`src/rtl/ahb_sram_wbuf_pkg.sv`:
```
// Shared types for the AHB-Lite posted-write buffer in front of the SRAM controller.
// Entry fields are sized for address/data widths up to 32 bits.
package ahb_sram_wbuf_pkg;

    localparam logic [1:0] HTRANS_IDLE   = 2'b00;
    localparam logic [1:0] HTRANS_BUSY   = 2'b01;
    localparam logic [1:0] HTRANS_NONSEQ = 2'b10;
    localparam logic [1:0] HTRANS_SEQ    = 2'b11;

    localparam int unsigned ENT_ADDR_W = 32;
    localparam int unsigned ENT_DATA_W = 32;
    localparam logic [2:0]  HSIZE_WORD = 3'd2;

    typedef enum logic [2:0] {
        ST_IDLE,
        ST_WR_A,
        ST_WR_D,
        ST_RD_A,
        ST_RD_D
    } state_e;

    typedef struct packed {
        logic [ENT_ADDR_W-1:0] addr;
        logic [2:0]            size;
        logic [ENT_DATA_W-1:0] data;
    } entry_t;

    function automatic logic is_full_word(input logic [2:0] size);
        return size == HSIZE_WORD;
    endfunction

endpackage

```
`src/rtl/ahb_sram_wbuf_fifo.sv`:
```
// Posted-write FIFO: synchronous, registered count, head always visible.
module ahb_sram_wbuf_fifo
    import ahb_sram_wbuf_pkg::*;
#(
    parameter int unsigned DEPTH = 2
) (
    input  logic   clk,
    input  logic   rst,
    input  logic   push,
    input  entry_t din,
    input  logic   pop,
    output entry_t head,
    output logic   full,
    output logic   empty
);

    localparam int unsigned PTR_W = (DEPTH > 1) ? $clog2(DEPTH) : 1;
    localparam int unsigned CNT_W = $clog2(DEPTH + 1);

    entry_t             mem_q [DEPTH];
    entry_t             mem_d [DEPTH];
    logic [PTR_W-1:0]   wr_ptr_q, wr_ptr_d;
    logic [PTR_W-1:0]   rd_ptr_q, rd_ptr_d;
    logic [CNT_W-1:0]   count_q, count_d;
    logic               push_ok;
    logic               pop_ok;

    function automatic logic [PTR_W-1:0] ptr_inc(input logic [PTR_W-1:0] p);
        return (p == PTR_W'(DEPTH - 1)) ? '0 : p + PTR_W'(1);
    endfunction

    assign full    = (count_q == CNT_W'(DEPTH));
    assign empty   = (count_q == '0);
    assign head    = mem_q[rd_ptr_q];
    assign push_ok = push && !full;
    assign pop_ok  = pop && !empty;

    always_comb begin
        mem_d    = mem_q;
        wr_ptr_d = wr_ptr_q;
        rd_ptr_d = rd_ptr_q;
        count_d  = count_q + CNT_W'(push_ok) - CNT_W'(pop_ok);
        if (push_ok) begin
            mem_d[wr_ptr_q] = din;
            wr_ptr_d        = ptr_inc(wr_ptr_q);
        end
        if (pop_ok) begin
            rd_ptr_d = ptr_inc(rd_ptr_q);
        end
    end

    always_ff @(posedge clk) begin
        if (rst) begin
            for (int i = 0; i < int'(DEPTH); i++) begin
                mem_q[i] <= '0;
            end
            wr_ptr_q <= '0;
            rd_ptr_q <= '0;
            count_q  <= '0;
        end else begin
            mem_q    <= mem_d;
            wr_ptr_q <= wr_ptr_d;
            rd_ptr_q <= rd_ptr_d;
            count_q  <= count_d;
        end
    end

endmodule

```
`src/rtl/ahb_sram_wbuf.sv`:
```
// AHB-Lite write buffer: posts upstream writes, drains them in order to the SRAM port.
// Optional AHB_SRAM_WBUF_RAW_FWD_EN: forward a full-word read hit on the youngest buffered write.
module ahb_sram_wbuf
    import ahb_sram_wbuf_pkg::*;
#(
    parameter int unsigned W_ADDR = 32,
    parameter int unsigned W_DATA = 32,
    parameter int unsigned DEPTH  = 2
) (
    input  logic              clk,
    input  logic              rst,

    output logic              ahbls_hready_resp,
    input  logic              ahbls_hready,
    output logic              ahbls_hresp,
    input  logic [W_ADDR-1:0] ahbls_haddr,
    input  logic              ahbls_hwrite,
    input  logic [1:0]        ahbls_htrans,
    input  logic [2:0]        ahbls_hsize,
    input  logic [2:0]        ahbls_hburst,
    input  logic [3:0]        ahbls_hprot,
    input  logic              ahbls_hmastlock,
    input  logic [W_DATA-1:0] ahbls_hwdata,
    output logic [W_DATA-1:0] ahbls_hrdata,

    input  logic              ahblm_hready,
    input  logic              ahblm_hresp,
    output logic [W_ADDR-1:0] ahblm_haddr,
    output logic              ahblm_hwrite,
    output logic [1:0]        ahblm_htrans,
    output logic [2:0]        ahblm_hsize,
    output logic [2:0]        ahblm_hburst,
    output logic [3:0]        ahblm_hprot,
    output logic              ahblm_hmastlock,
    output logic [W_DATA-1:0] ahblm_hwdata,
    input  logic [W_DATA-1:0] ahblm_hrdata
);

    state_e              state_q, state_d;
    logic                dph_wr_q, dph_wr_d;
    logic                dph_rd_q, dph_rd_d;
    logic [W_ADDR-1:0]   addr_q, addr_d;
    logic [2:0]          size_q, size_d;
    logic [W_ADDR-1:0]   m_haddr_q, m_haddr_d;
    logic                m_hwrite_q, m_hwrite_d;
    logic [1:0]          m_htrans_q, m_htrans_d;
    logic [2:0]          m_hsize_q, m_hsize_d;
    logic [W_DATA-1:0]   m_hwdata_q, m_hwdata_d;

    logic                aph_valid;
    logic                fifo_push;
    logic                fifo_pop;
    logic                fifo_full;
    logic                fifo_empty;
    entry_t              push_entry;
    entry_t              head;
    logic                fwd_hit;
    logic [W_DATA-1:0]   fwd_data;

    assign aph_valid  = ahbls_hready && ahbls_htrans[1];
    assign fifo_push  = dph_wr_q && !fifo_full;
    assign push_entry = '{addr: ENT_ADDR_W'(addr_q), size: size_q, data: ENT_DATA_W'(ahbls_hwdata)};

    ahb_sram_wbuf_fifo #(
        .DEPTH (DEPTH)
    ) u_fifo (
        .clk   (clk),
        .rst   (rst),
        .push  (fifo_push),
        .din   (push_entry),
        .pop   (fifo_pop),
        .head  (head),
        .full  (fifo_full),
        .empty (fifo_empty)
    );

`ifdef AHB_SRAM_WBUF_RAW_FWD_EN
    entry_t            last_q, last_d;
    logic [W_ADDR-1:0] last_addr;
    logic              unused_raw;

    // Youngest pushed entry stays in the FIFO until it empties, so it is valid while non-empty.
    assign last_addr  = W_ADDR'(last_q.addr);
    assign fwd_hit    = dph_rd_q && !fifo_empty && is_full_word(last_q.size)
                        && (last_addr[W_ADDR-1:2] == addr_q[W_ADDR-1:2]);
    assign fwd_data   = W_DATA'(last_q.data);
    assign unused_raw = ^last_addr[1:0];

    always_comb begin
        last_d = last_q;
        if (fifo_push) begin
            last_d = push_entry;
        end
    end

    always_ff @(posedge clk) begin
        if (rst) begin
            last_q <= '0;
        end else begin
            last_q <= last_d;
        end
    end
`else
    assign fwd_hit  = 1'b0;
    assign fwd_data = '0;
`endif

    // Upstream dphase tracking and downstream sequencer.
    always_comb begin
        state_d    = state_q;
        dph_wr_d   = dph_wr_q;
        dph_rd_d   = dph_rd_q;
        addr_d     = addr_q;
        size_d     = size_q;
        m_haddr_d  = m_haddr_q;
        m_hwrite_d = m_hwrite_q;
        m_htrans_d = m_htrans_q;
        m_hsize_d  = m_hsize_q;
        m_hwdata_d = m_hwdata_q;
        fifo_pop   = 1'b0;

        if (ahbls_hready) begin
            dph_wr_d = aph_valid && ahbls_hwrite;
            dph_rd_d = aph_valid && !ahbls_hwrite;
            if (aph_valid) begin
                addr_d = ahbls_haddr;
                size_d = ahbls_hsize;
            end
        end

        unique case (state_q)
            ST_IDLE: begin
                // Reads only go downstream once every older write has drained.
                if (dph_rd_q && fifo_empty && !fwd_hit) begin
                    state_d    = ST_RD_A;
                    m_haddr_d  = addr_q;
                    m_hsize_d  = size_q;
                    m_hwrite_d = 1'b0;
                    m_htrans_d = HTRANS_NONSEQ;
                end else if (!fifo_empty) begin
                    state_d    = ST_WR_A;
                    m_haddr_d  = W_ADDR'(head.addr);
                    m_hsize_d  = head.size;
                    m_hwrite_d = 1'b1;
                    m_htrans_d = HTRANS_NONSEQ;
                end
            end
            ST_WR_A: begin
                if (ahblm_hready) begin
                    state_d    = ST_WR_D;
                    m_htrans_d = HTRANS_IDLE;
                    m_hwdata_d = W_DATA'(head.data);
                end
            end
            ST_WR_D: begin
                if (ahblm_hready) begin
                    state_d  = ST_IDLE;
                    fifo_pop = 1'b1;
                end
            end
            ST_RD_A: begin
                if (ahblm_hready) begin
                    state_d    = ST_RD_D;
                    m_htrans_d = HTRANS_IDLE;
                end
            end
            ST_RD_D: begin
                if (ahblm_hready) begin
                    state_d = ST_IDLE;
                end
            end
            default: begin
                state_d    = ST_IDLE;
                m_htrans_d = HTRANS_IDLE;
            end
        endcase
    end

    // Upstream response: reads complete with the downstream data beat or a forward hit.
    always_comb begin
        ahbls_hready_resp = 1'b1;
        ahbls_hrdata      = '0;
        if (dph_wr_q) begin
            ahbls_hready_resp = !fifo_full;
        end else if (dph_rd_q) begin
            if (fwd_hit) begin
                ahbls_hready_resp = 1'b1;
                ahbls_hrdata      = fwd_data;
            end else begin
                ahbls_hready_resp = (state_q == ST_RD_D) && ahblm_hready;
                ahbls_hrdata      = (state_q == ST_RD_D) ? ahblm_hrdata : '0;
            end
        end
    end

    always_ff @(posedge clk) begin
        if (rst) begin
            state_q    <= ST_IDLE;
            dph_wr_q   <= 1'b0;
            dph_rd_q   <= 1'b0;
            addr_q     <= '0;
            size_q     <= '0;
            m_haddr_q  <= '0;
            m_hwrite_q <= 1'b0;
            m_htrans_q <= HTRANS_IDLE;
            m_hsize_q  <= '0;
            m_hwdata_q <= '0;
        end else begin
            state_q    <= state_d;
            dph_wr_q   <= dph_wr_d;
            dph_rd_q   <= dph_rd_d;
            addr_q     <= addr_d;
            size_q     <= size_d;
            m_haddr_q  <= m_haddr_d;
            m_hwrite_q <= m_hwrite_d;
            m_htrans_q <= m_htrans_d;
            m_hsize_q  <= m_hsize_d;
            m_hwdata_q <= m_hwdata_d;
        end
    end

    assign ahbls_hresp     = 1'b0;
    assign ahblm_haddr     = m_haddr_q;
    assign ahblm_hwrite    = m_hwrite_q;
    assign ahblm_htrans    = m_htrans_q;
    assign ahblm_hsize     = m_hsize_q;
    assign ahblm_hwdata    = m_hwdata_q;
    assign ahblm_hburst    = 3'b000;
    assign ahblm_hprot     = 4'b0011;
    assign ahblm_hmastlock = 1'b0;

    logic unused;
    assign unused = ^{ahbls_hburst, ahbls_hprot, ahbls_hmastlock, ahbls_htrans[0], ahblm_hresp};

endmodule

```
`config.mk`:
```
export PLATFORM = sky130hd
export DESIGN_NAME = ahb_sram_wbuf
export DESIGN_NICKNAME = d
export VERILOG_FILES = /design/src/rtl/ahb_sram_wbuf_pkg.sv /design/src/rtl/ahb_sram_wbuf_fifo.sv /design/src/rtl/ahb_sram_wbuf.sv
export SDC_FILE = /design/constraint.sdc
export NUM_CORES = 1
export LEC_CHECK = 0
export BUFFER_PORTS_ARGS = -buffer_cell sky130_fd_sc_hd__buf_2
export CELL_PAD_IN_SITES_DETAIL_PLACEMENT = 0
export CELL_PAD_IN_SITES_GLOBAL_PLACEMENT = 2
export CORE_MARGIN = 2
export CORE_UTILIZATION = 28
export CTS_CLUSTER_SIZE = 12
export DETAILED_ROUTE_END_ITERATION = 10
export GPL_TIMING_DRIVEN = 0
export PLACE_DENSITY_LB_ADDON = 0.1
export SLEW_MARGIN = 20
export SYNTH_ARGS = -nofsm -noshare
export SYNTH_HDL_FRONTEND = slang
export SYNTH_SLANG_ARGS = --single-unit
```
`constraint.sdc`:
```
create_clock -name clk -period 2.2 [get_ports clk]
set_clock_uncertainty 0.2 [all_clocks]
set_input_delay 0.11 -clock clk [delete_from_list [all_inputs] [get_ports clk]]
set_output_delay 0.11 -clock clk [all_outputs]
set_load 0.01 [all_outputs]
```
* Word-level counts from Yosys, hierarchy flattened
Cells that the tools add are included.
Cells by class: add/sub/neg operators 4, magnitude comparators 3, equal/unequal tests 11, muxes and demuxes 31, reduce and logical (&&, ||, !) cells 21, bitwise gates (word level) 3
Operators with widths (count):
- 2-to-1 mux 67 bit | 4
- 2-to-1 mux 32 bit | 5
- bitwise mux 134 bit | 1
- demux 67 bit (select 1 bit) | 1
- 2-to-1 mux 3 bit | 7
- one-hot mux 3 bit (4 select lines) | 1
- logical AND 1 bit | 9
- 2-to-1 mux 1 bit | 8
- equality test 3 x 2 -> 1 bit (second input constant) | 2
- 2-to-1 mux 2 bit | 3
- != test 2 x 1 -> 1 bit (second input constant) | 3
- one-hot mux 2 bit (3 select lines) | 1
- AND reduction 2 bit | 3
- greater-or-equal comparator 2 bit (second input constant) | 2
- != test 2 bit (second input constant) | 2
- NOT 1 -> 2 bit | 2
- AND reduction 4 bit | 1
- OR reduction 2 bit | 2
- equality test 3 x 1 -> 1 bit (second input constant) | 1
- equality test 3 bit (second input constant) | 1
- logical NOT 1 bit | 3
- logical NOT 3 bit | 1
- != test 3 bit (second input constant) | 1
- AND reduction 3 bit | 1
- 7 further kinds | 8
Word-level totals: logic and storage cells 92, bits in registers 248, bits of input ports 115

* Longest topological paths before layout
depth in word-level cells 6, gate-level depth with buffers 9, gate-level depth less buffers 8

* By module
From an unflattened synthesis, not the netlist that was laid out.
Unflattened totals: cells, all modules 1230, area, all modules 11526.1 µm²
Modules (own cells, without submodules):
- ahb_sram_wbuf_fifo | cells an instance 688, sequential area each 2762.6 µm², area each 6557.5 µm², instances 1
- ahb_sram_wbuf | cells an instance 542, sequential area each 2182.1 µm², area each 4968.5 µm², instances 1

* Least setup slack after synthesis
Ideal clock, no wire load.
path kind reg2reg, from register state_q[2], to register u_fifo.count_q[1], data required time 1872 ps, arrival 1722 ps, setup time 128 ps, stages on the path, launching flop included 10, path slack 150 ps, period minus slack after synthesis 2050 ps, path through dfxtp_1 > clkbuf_1 > nand3b_1 > nor3_1 > ha_1 > inv_1 > ha_1 > xor2_1 > xnor2_1 > nor2_1
On the way: longest elaborated chain between the ends 4
Ends and longest elaborated chain:
- start: declaration | RTL line ahb_sram_wbuf.sv:39 | state_e state_q, state_d;
- start signal: assignment | RTL line ahb_sram_wbuf.sv:209 | state_q <= state_d;
- equality test 3 x 2 -> 1 bit | RTL line ahb_sram_wbuf.sv:131 | unique case (state_q)
- 2-to-1 mux 1 bit | RTL line ahb_sram_wbuf.sv:131
- logical AND 1 bit | RTL line ahb_sram_wbuf_fifo.sv:36 | assign pop_ok = pop && !empty;
- net u_fifo.pop_ok | RTL line ahb_sram_wbuf_fifo.sv:26 | logic pop_ok;
- subtractor 2 x 1 -> 2 bit | RTL line ahb_sram_wbuf_fifo.sv:42 | count_d = count_q + CNT_W'(push_ok) - CNT_W'(pop_ok);
- end signal: assignment | RTL line ahb_sram_wbuf_fifo.sv:64 | count_q <= count_d;
- end: declaration | RTL line ahb_sram_wbuf_fifo.sv:24 | logic [CNT_W-1:0] count_q, count_d;
The timed path passes the listed nets, and every way through them passes these cells. A chain may end at the register's enable or synchronous reset.

* Worst setup path in the final report
from register dph_wr_q, to register u_fifo.mem_q[133] in the netlist's numbering
On the way: longest elaborated chain between the ends 2
Ends and longest elaborated chain:
- start: declaration | RTL line ahb_sram_wbuf.sv:40 | logic dph_wr_q, dph_wr_d;
- start signal: assignment | RTL line ahb_sram_wbuf.sv:210 | dph_wr_q <= dph_wr_d;
- logical AND 1 bit | RTL line ahb_sram_wbuf.sv:61 | assign fifo_push = dph_wr_q && !fifo_full;
- logical AND 1 bit | RTL line ahb_sram_wbuf_fifo.sv:35 | assign push_ok = push && !full;
- end signal: assignment | RTL line ahb_sram_wbuf_fifo.sv:61 | mem_q <= mem_d;
- end: declaration | RTL line ahb_sram_wbuf_fifo.sv:20 | entry_t mem_q [DEPTH];
Every way passes these cells.

==> metrics.md <==
| Metric | Value |
|---|---|
| Status | completed |
| Total track usage | 0.178 |
| DRT iter0 DRCs | 387 |
| WP data arrival | 2.36 ns |
| First-pass GRT wire length | roughly 50 mm |
| CTS root buf | clkbuf_16 |
| Residual DRC count | 0 |
| Worst hold margin | 0.0206 ns |
| Vias in the first global route | roughly 8,800 |
| Slew Viols, Final | 0 |
| #FFs+latches synth | 247 |
| Post-Route WL | around 33 mm |
| Core area | 0.0353 mm^2 |
| Crit Path Class | reg2reg |
| Share of layout cells above drive strength 1 | 0.209 |
| Hpwl dp | 23.7 mm |
| Number of synthesized flops with an enable pin | 0 |
| Peak VDD IR | 631 uV |
| Placed cell count | 1,904 |
| Post-synthesis compound-gate area fraction | 0.158 |
| Final Hold Fails | 0 |
| PwrDens | 811 mW/mm^2 |
| Fin area | 0.0135 mm^2 |
| Die width | 193 um |
| Simple-gate share of the synthesized area | 0.215 |
| Sequential area share after synthesis | 0.495 |
| Post-synthesis async set-or-reset flop share | 0 |
| Synth-to-layout area growth | 34.9% |
| Share of the synthesized area in the top cell type | 0.495 |
| Die H | 193 um |
| Post-synthesis adder-cell area fraction | 0.00251 |
| Register area | between 0.004 and 0.005 mm^2 |
| Max Freq | 476 MHz |
| Post-synthesis mux area share | 0.0682 |
| Post-synth top area cell | dfxtp_1 |
| Final worst path period share | 0.954 |
| Mapped Cells | 1,230 |
| CTS Buf Count | 29 |
| Synth Area in XOR/XNOR | 0.00263 |
| Ys flop type | dfxtp_1 |
| Filler cell count | 3,757 |
| Crit. End Element | flop |
| Final setup violation count | 0 |
| Top post-synthesis cells by area | dfxtp_1 (50%), nand2_1 (13%), a21oi_1 (11%), mux2i_1 (6.8%), nor2_1 (2.8%) |
| Final nets | 1,674 |
| Clock latency on the worst-skew pair | 0.54 ns |
| Gpl congestion | 0.736 |
| Synth warn | 0 |
| Avg WL per Cell | ~16 um |
| Mapped cell area | 0.00998 mm^2 |
| Lkg Pwr | 5.15 nW |
| Synth unique cells | 36 |
| GR Overflow Total | 0 |
| Worst Hold Class | in2reg |
| CTS tree | yes |
| Antenna Nets Post-Route | 0 |
| Initial core utilization | 0.283 |
| Critical Path Fanout Max | 10 |
| Area of the multi-input gates | 0.00453 mm^2 |
| DR vias/cell | 4.47 |
| Htree depth | 1 |
| Max-slew headroom | 0.510 |
| Max Cap Viol | 0 |
| Tightest Pin Transition | 0.735 ns |
| Largest net degree at the start of global routing | 14 |
| CP Launch Type | flop |
| 1st-pass router iterations | 4 |
| Cell Rows | 69 |
| Syn avg cell area | 8.12 um^2 |
| Largest stage delay, worst path | 0.59 ns |
| Largest family of logic cells by synthesized area | simple AND/OR/NAND/NOR gates |
| Clk sinks | 247 |
| Fin crit period | about 2.1 ns |
| Final std cells w/o fill | approximately 2,000 |
| Placement Cell Area | roughly 0.012 mm^2 |
| Clk buf depth | 3 |
| Clk slew on worst S/H paths | 0.06 ns |
| Cell Chain, Critical Path | inv_2 -> nor3_4 -> clkbuf_1 -> nand2_1 -> a21oi_1 |
| Antenna violations before repair | 0 |
| Worst path slowest cell | clkbuf_1 |
| Worst reg-to-reg setup slack | 0.10 ns |
| Die area | 0.0372 mm^2 |
| PortBufs | 205 |
| Via Count | approximately 9,000 |
| RSZ-0062 raised after global routing | no |
| I/O pin count | 227 |
| Critical Path RT | approximately 2.5 ns |
## cell usage in the layout, fill, tap and decap left out, types with 29 or more instances in the layout
cell type	netlist	layout
clkbuf_16	0	29
dlygate4sd3_1	0	74
clkbuf_1	53	53
nand2b_1	38	38
dfxtp_1	247	244
a211oi_1	32	32
buf_2	33	237
and2_1	33	33
nor2_1	75	74
nand2_1	342	341
a21oi_1	211	211
o22ai_1	35	35
mux2i_1	68	68
## layout make-up
type                            count  area share
Sequential cell                   247       0.368
Multi-Input combinational cell    877       0.337
Timing Repair Buffer              288       0.136
Clock buffer                       41      0.0580
Buffer                            109      0.0446
Tap cell                          461      0.0428
Clock inverter                      7      0.0119
Inverter                            5     0.00139
Antenna cell                        1    0.000186
## state kept, by name, indices dropped and copies added, names as in the netlist
register,flops
u_fifo.mem_q,134
addr_q,32
ahblm_haddr,32
ahblm_hwdata,32
ahblm_hsize,3
size_q,3
state_q,3
u_fifo.count_q,2
ahblm_htrans,1
ahblm_hwrite,1
dph_rd_q,1
dph_wr_q,1
u_fifo.rd_ptr_q,1
u_fifo.wr_ptr_q,1
## per-layer routing
layer,part of all wire,wire length [um],track usage,vias to the layer above
met5,0,0,0,-
met2,0.47,15600,0.302,141
li1,-,-,-,4732
met3,0.032,1080,0.0209,34
met1,0.48,16100,0.243,4199
met4,0.019,627,0.0341,0
## synth_stat cells, types with 4 or more instances
cell type / count
buf_6: 6
and2_1: 33
a21oi_1: 211
dfxtp_1: 247
mux2i_1: 68
nand2_1: 342
buf_2: 33
o21ai_0: 4
nor2_1: 75
nand2b_1: 38
inv_1: 4
clkbuf_1: 53
buf_4: 14
o22ai_1: 35
a211oi_1: 32
## critical path: cells and delay by family (launching register included)
kind | cells | cell delay [ns]
and+or+nand+nor | 2 | 0.47
buffers and inverters | 2 | 0.72
DFF | 1 | 0.50
AOI/OAI and AO/OA | 1 | 0.14
## through the flow
step | power [mW] | setup TNS (ns) | utilization | setup slack, ns
floorplan | 5.48 | 0 | - | 0.150
global placement | 5.96 | -14.29 | 0.329 | -0.208
detailed placement | 5.96 | -15.88 | 0.329 | -0.253
CTS | 11.0 | 0 | 0.380 | 0.00553
global route | 11.4 | 0 | 0.381 | 0.00240
finish | 10.9 | 0 | 0.381 | 0.101
## cells by family after synthesis
group / Yosys count
AOI/OAI and AO/OA: 286
other: 2
buffers and inverters: 114
and+or+nand+nor: 508
DFF: 247
adders and majority gates: 2
xor gates and xnor gates: 3
muxes: 68
## repair_timing
item | in CTS | in global routing
setup endpoints to repair | 41 | 123
gates resized for setup | 23 | 17
cloned | 1 | 0
endpoints found under the hold margin | 106 | 0
hold buffers | 74 | 0
buffers inserted | 6 | 2
pin swaps | 2 | 2
## power breakdown
part	switching (mW)	total [mW]	internal [mW]	leakage, nW
Sequential	0.128	4.79	4.66	2.00
Combinational	0.691	1.21	0.523	2.70
Clock	1.89	4.92	3.02	0.456
## worst paths after layout
kind,start,endpoint,depth (start not counted)
setup / recovery,dph_wr_q,u_fifo.mem_q[133],5
hold / removal,ahbls_hready,addr_q[0],4
setup reg to reg,dph_wr_q,u_fifo.mem_q[133],5
hold reg to reg,ahblm_hwrite,ahblm_hwrite,2
No activity file was read; power rests on OpenSTA's default activity.
